--- config.mk ---
export PLATFORM = sky130hd
export DESIGN_NAME = spi_master_txn_ctrl
export DESIGN_NICKNAME = d
export VERILOG_FILES = /design/src/rtl/spi_master_txn_ctrl.sv
export SDC_FILE = /design/constraint.sdc
export NUM_CORES = 1
export LEC_CHECK = 0
export BUFFER_PORTS_ARGS = -buffer_cell sky130_fd_sc_hd__buf_2
export CORE_ASPECT_RATIO = 1.5
export CORE_MARGIN = 2
export CORE_UTILIZATION = 30
export CTS_BUF_LIST = sky130_fd_sc_hd__clkbuf_8
export CTS_CLUSTER_DIAMETER = 150
export DETAILED_ROUTE_END_ITERATION = 8
export HOLD_SLACK_MARGIN = 0.02
export MAX_ROUTING_LAYER = met4
export SLEW_MARGIN = 15
export SYNTH_ARGS = -nofsm -noshare
export SYNTH_HDL_FRONTEND = slang
export SYNTH_SLANG_ARGS = --single-unit
--- constraint.sdc ---
create_clock -name i_Clk -period 2.42 [get_ports i_Clk]
set_input_delay 0.363 -clock i_Clk [delete_from_list [all_inputs] [get_ports i_Clk]]
set_output_delay 0.363 -clock i_Clk [all_outputs]
set_load 0.02 [all_outputs]
--- src/rtl/spi_master_txn_ctrl.sv ---
// Transaction sequencer in front of the byte-level SPI master: owns chip select timing,
// feeds TX stream bytes to the master one at a time and forwards every received byte.
module spi_master_txn_ctrl #(
   parameter int unsigned LEN_W         = 8,
   parameter int unsigned CS_SETUP_CLKS = 4,
   parameter int unsigned CS_HOLD_CLKS  = 4,
   parameter int unsigned CS_GAP_CLKS   = 8
) (
   input  logic             i_Clk,
   input  logic             i_Rst,
   input  logic             i_Start,
   input  logic [LEN_W-1:0] i_Len,
   output logic             o_Busy,
   output logic             o_Done,
   input  logic             i_Data_Valid,
   input  logic [7:0]       i_Data,
   output logic             o_Data_Ready,
   output logic             o_RX_Valid,
   output logic [7:0]       o_RX_Byte,
   output logic             o_M_TX_DV,
   output logic [7:0]       o_M_TX_Byte,
   input  logic             i_M_TX_Ready,
   input  logic             i_M_RX_DV,
   input  logic [7:0]       i_M_RX_Byte,
   output logic             o_SPI_CS_n
);

   localparam int unsigned SetupHold = (CS_SETUP_CLKS > CS_HOLD_CLKS) ? CS_SETUP_CLKS
                                                                       : CS_HOLD_CLKS;
   localparam int unsigned CntMax    = (SetupHold > CS_GAP_CLKS) ? SetupHold : CS_GAP_CLKS;
   localparam int unsigned CntW      = $clog2(CntMax + 1);

   typedef enum logic [2:0] {
      StIdle,
      StSetup,
      StLoad,
      StWaitByte,
      StHold,
      StGap
   } state_e;

   state_e           state_q, state_d;
   logic [CntW-1:0]  cnt_q, cnt_d;
   logic [LEN_W-1:0] remaining_q, remaining_d;
   logic             cs_n_q, cs_n_d;
   logic             busy_q, busy_d;
   logic             done_q, done_d;
   logic             tx_dv_q, tx_dv_d;
   logic [7:0]       tx_byte_q, tx_byte_d;
   logic             rx_valid_q, rx_valid_d;
   logic [7:0]       rx_byte_q, rx_byte_d;
   logic             cnt_last;

   // A counter loaded with N keeps its state for exactly N cycles.
   assign cnt_last = (cnt_q <= CntW'(1));

   always_ff @(posedge i_Clk or posedge i_Rst) begin
      if (i_Rst) begin
         state_q     <= StIdle;
         cnt_q       <= '0;
         remaining_q <= '0;
         cs_n_q      <= 1'b1;
         busy_q      <= 1'b0;
         done_q      <= 1'b0;
         tx_dv_q     <= 1'b0;
         tx_byte_q   <= '0;
         rx_valid_q  <= 1'b0;
         rx_byte_q   <= '0;
      end else begin
         state_q     <= state_d;
         cnt_q       <= cnt_d;
         remaining_q <= remaining_d;
         cs_n_q      <= cs_n_d;
         busy_q      <= busy_d;
         done_q      <= done_d;
         tx_dv_q     <= tx_dv_d;
         tx_byte_q   <= tx_byte_d;
         rx_valid_q  <= rx_valid_d;
         rx_byte_q   <= rx_byte_d;
      end
   end

   always_comb begin
      state_d     = state_q;
      cnt_d       = cnt_q;
      remaining_d = remaining_q;
      cs_n_d      = cs_n_q;
      busy_d      = busy_q;
      done_d      = 1'b0;
      tx_dv_d     = 1'b0;
      tx_byte_d   = tx_byte_q;
      rx_valid_d  = 1'b0;
      rx_byte_d   = rx_byte_q;

      case (state_q)
         StIdle: begin
            if (i_Start) begin
               if (i_Len != '0) begin
                  remaining_d = i_Len;
                  cs_n_d      = 1'b0;
                  busy_d      = 1'b1;
                  cnt_d       = CntW'(CS_SETUP_CLKS);
                  state_d     = StSetup;
               end else begin
                  done_d = 1'b1;
               end
            end
         end
         StSetup: begin
            cnt_d = cnt_q - CntW'(1);
            if (cnt_last) begin
               cnt_d   = '0;
               state_d = StLoad;
            end
         end
         StLoad: begin
            if (i_Data_Valid && i_M_TX_Ready) begin
               tx_byte_d = i_Data;
               tx_dv_d   = 1'b1;
               state_d   = StWaitByte;
            end
         end
         StWaitByte: begin
            if (i_M_RX_DV) begin
               rx_byte_d   = i_M_RX_Byte;
               rx_valid_d  = 1'b1;
               remaining_d = remaining_q - LEN_W'(1);
               if (remaining_q == LEN_W'(1)) begin
                  cnt_d   = CntW'(CS_HOLD_CLKS);
                  state_d = StHold;
               end else begin
                  state_d = StLoad;
               end
            end
         end
         StHold: begin
            cnt_d = cnt_q - CntW'(1);
            if (cnt_last) begin
               cs_n_d  = 1'b1;
               done_d  = 1'b1;
               cnt_d   = CntW'(CS_GAP_CLKS);
               state_d = StGap;
            end
         end
         StGap: begin
            cnt_d = cnt_q - CntW'(1);
            if (cnt_last) begin
               cnt_d   = '0;
               busy_d  = 1'b0;
               state_d = StIdle;
            end
         end
         default: state_d = StIdle;
      endcase
   end

   // Ready passes straight through so a byte is only taken when the master can accept it.
   assign o_Data_Ready = (state_q == StLoad) && i_M_TX_Ready;

   assign o_Busy      = busy_q;
   assign o_Done      = done_q;
   assign o_RX_Valid  = rx_valid_q;
   assign o_RX_Byte   = rx_byte_q;
   assign o_M_TX_DV   = tx_dv_q;
   assign o_M_TX_Byte = tx_byte_q;
   assign o_SPI_CS_n  = cs_n_q;

endmodule

==> results.yml <==
detailed_routing:
  num_vias: 1534
  wl_per_cell_um: 13.6
  wl_um: 4120
  first_pass_iters: 4
  vias_per_cell: 5.05
  drtIter0Drc: 92
  drc_errors: 0
  ant_nets: 0
critical_path:
  critPathTopFamily: "multiplexers"
  rrSetupSlack_ps: 470
  rr_worst_depth: 4
  slowest_delay_ps: 560
  cp_max_fo: 12
  worst_ep_arrival_time_ps: 2130
  slowest_stage: "mux2i_2"
  crit_path_start_kind: "register"
  end_kind: "register"
  r2r-start: "state_q[1]"
  critPathRequiredTime_ps: 2600
  crit_chain: "nor3_1 -> mux2i_2 -> nor2_2 -> mux2_4"
  path_class: "register to register"
  crit_buf_inv: 0
  r2r-end: "remaining_q[1]"
timing:
  finClkSkew_ps: 4.53
  worst_pin_slew_ps: 560
  fin_crit_sh_pct: 80.4
  post-route-min-period_ps: 1950
  slew_violations: 0
  rsz0062_at_grt: "false"
  setup_tns_ps: 0
  fmax_mhz: 514
  relSlewSlack_pct: 61.9
  hold_viol: 0
  setup_viol: 0
clock_tree:
  path_clk_slew_ps: 80
  cts-buffers-inserted: 5
  clkLatencyLatePin_ps: 290
  cts_buffer_depth: 2
  post_cts_buffers: 0
  cts.sinks: 36
  cts-resized-gates: 0
  cts_tree: "done"
  cts_hold_buf: 0
  cts_root_buf: "clkbuf_8"
  cts_max_level: 2
synth:
  synth_seq_area_share_pct: 48.9
  synth_mux_area_share_pct: 11.3
  ys_async_sr_fraction_pct: 100
  synth-seq-cells: 36
  yosysUniqueCellTypes: 46
  ys.flop_type: "dfrtp_1"
  synth_warnings: 0
  yosys.area_share.simple_pct: 17.4
  synth_fa_ha_area_share_pct: 2.71
  synth.top_cell.area_share_pct: 47.5
  syn_area_sq_um: 1840
  syn_inst: 172
  synthesis.nets: 206
  synth_top_family_by_area: "simple AND/OR/NAND/NOR gates"
  synth_compound_area_share_pct: 14.9
  synth-edff-count: 0
  synthTopCellsByArea: "dfrtp_1, mux2_2, nor2_1, ha_1, o31ai_1"
  synth.avg_cell_area_sq_um: 10.7
  synth_area_leader_cell: "dfrtp_1"
  synth-xor-area-share_pct: 0.475
global_route:
  grt_pass1_wl_um: 6760
  grt_max_degree: 37
  grt_pass1_vias: 1448
  grt_antenna_before_repair: 0
  overflow: 0
  grtUsageTotal_pct: 13.5
run_status:
  outcome: "finished, final reports clean"
floorplan:
  die_w_um: 68.0
  design.portCount: 52
  core_sq_um: 6040
  dieArea_sq_um: 6800
  start_util_pct: 30.5
  die_h_um: 100
  num_rows: 35
power:
  power_density_nw_per_um2: 1170
  p_total_w: 0.00265
  ir_drop_mv: 0.312
  leakage_nw: 1.05
layout:
  synthToLayoutAreaGrowth_pct: 23.4
  fin_area_sq_um: 2280
  final_cell_mix: "buf_2, dfrtp_1, mux2_2"
  drive_gt1_share_pct: 39.6
  fin_cells: 304
  mostFrequentLayoutCell: "buf_2"
  n_fill_cell: 628
  antennaDiodeCount: 0
  num-nets-final: 263
placed_design:
  io_buffers: 51
  postPlaceCellArea_sq_um: 2190
  hpwl_um: 3070
  place_inst: 296
  place_congestion: 0.852
min_path:
  hold_class: "input port to asynchronous set/reset pin"
job:
  maxCapViolCount: 0
==> sequential cells by signal, indices dropped and copies added (netlist names) <==
name	count
state_q	3
o_RX_Byte	8
o_SPI_CS_n	1
remaining_q	8
cnt_q	4
o_M_TX_DV	1
o_Busy	1
o_Done	1
o_M_TX_Byte	8
o_RX_Valid	1
==> layout make-up <==
type	count	area, sq um	share of cell area, %
clock buffers	5	68.8	3.02
multi-input cells	120	863	37.9
inverters	10	37.5	1.65
repair buffers	56	293	12.9
well taps	74	92.6	4.07
flip-flops and latches	36	902	39.6
clock inverters	3	18.8	0.825
==> per-layer routing <==
| metal | global-route usage (%) | part of all wire [%] | vias up |
|---|---|---|---|
| met5 | - | 0 | - |
| li1 | - | - | 745 |
| met4 | 6.62 | 2.7 | 0 |
| met1 | 16.8 | 42 | 729 |
| met2 | 20.5 | 49 | 52 |
| met3 | 2.69 | 6.4 | 8 |
==> worst min-delay path: stages <==
cell   delay, ps
buf_2         90
inv_1         40
buf_4        390
==> worst max-delay path by stage <==
stage	startpoint	slack [ps]	to	depth (start not counted)
3_3_place_gp	i_Len[2]	420	remaining_q[1]	5
2_1_floorplan	state_q[1]	520	o_M_TX_Byte[0]	5
4_1_cts	state_q[1]	500	remaining_q[1]	4
5_1_grt	state_q[1]	390	remaining_q[1]	4
6_report	state_q[1]	470	remaining_q[1]	4
3_5_place_dp	i_Len[2]	400	remaining_q[1]	5
==> per-stage QoR <==
step | hold slack, ps | utilization [%] | worst slack, ps
final | 152 | 37.7 | 473
after global routing | 198 | 37.7 | 391
after CTS | 178 | 37.7 | 500
after detailed placement | 477 | 36.2 | 401
after global placement | 482 | 36.2 | 425
after floorplan | 468 | - | 517
==> where the power goes <==
part | total [W] | internal, W | switching [W]
combinational | 0.00120 | 0.000522 | 0.000677
sequential | 0.00103 | 0.000848 | 0.000180
clock | 0.000426 | 0.000200 | 0.000226
total | 0.00265 | 0.00157 | 0.00108
==> cells by family (layout without fill, tap and decap cells) <==
family                   count (synthesis)  in the layout
buffers and inverters                   16             74
AND/OR/NAND/NOR                         57             57
XOR/XNOR                                 1              1
AO/OA/AOI/OAI                           40             40
multiplexers                            18             18
adder cells (fa/ha/maj)                  4              4
flip-flops                              36             36
==> cell usage after synthesis, types with 3 or more instances <==
| cell type | n |
|---|---|
| o21ai_0 | 7 |
| o22ai_1 | 3 |
| o31ai_1 | 6 |
| mux2_2 | 16 |
| ha_1 | 4 |
| nand3_1 | 5 |
| nor3_1 | 8 |
| clkbuf_1 | 3 |
| nor2_1 | 15 |
| dfrtp_1 | 35 |
| a21oi_1 | 7 |
| nand2_1 | 9 |
| a2bb2oi_1 | 4 |
| inv_1 | 10 |
| a211oi_1 | 3 |
No activity file was read; power rests on OpenSTA's default activity.
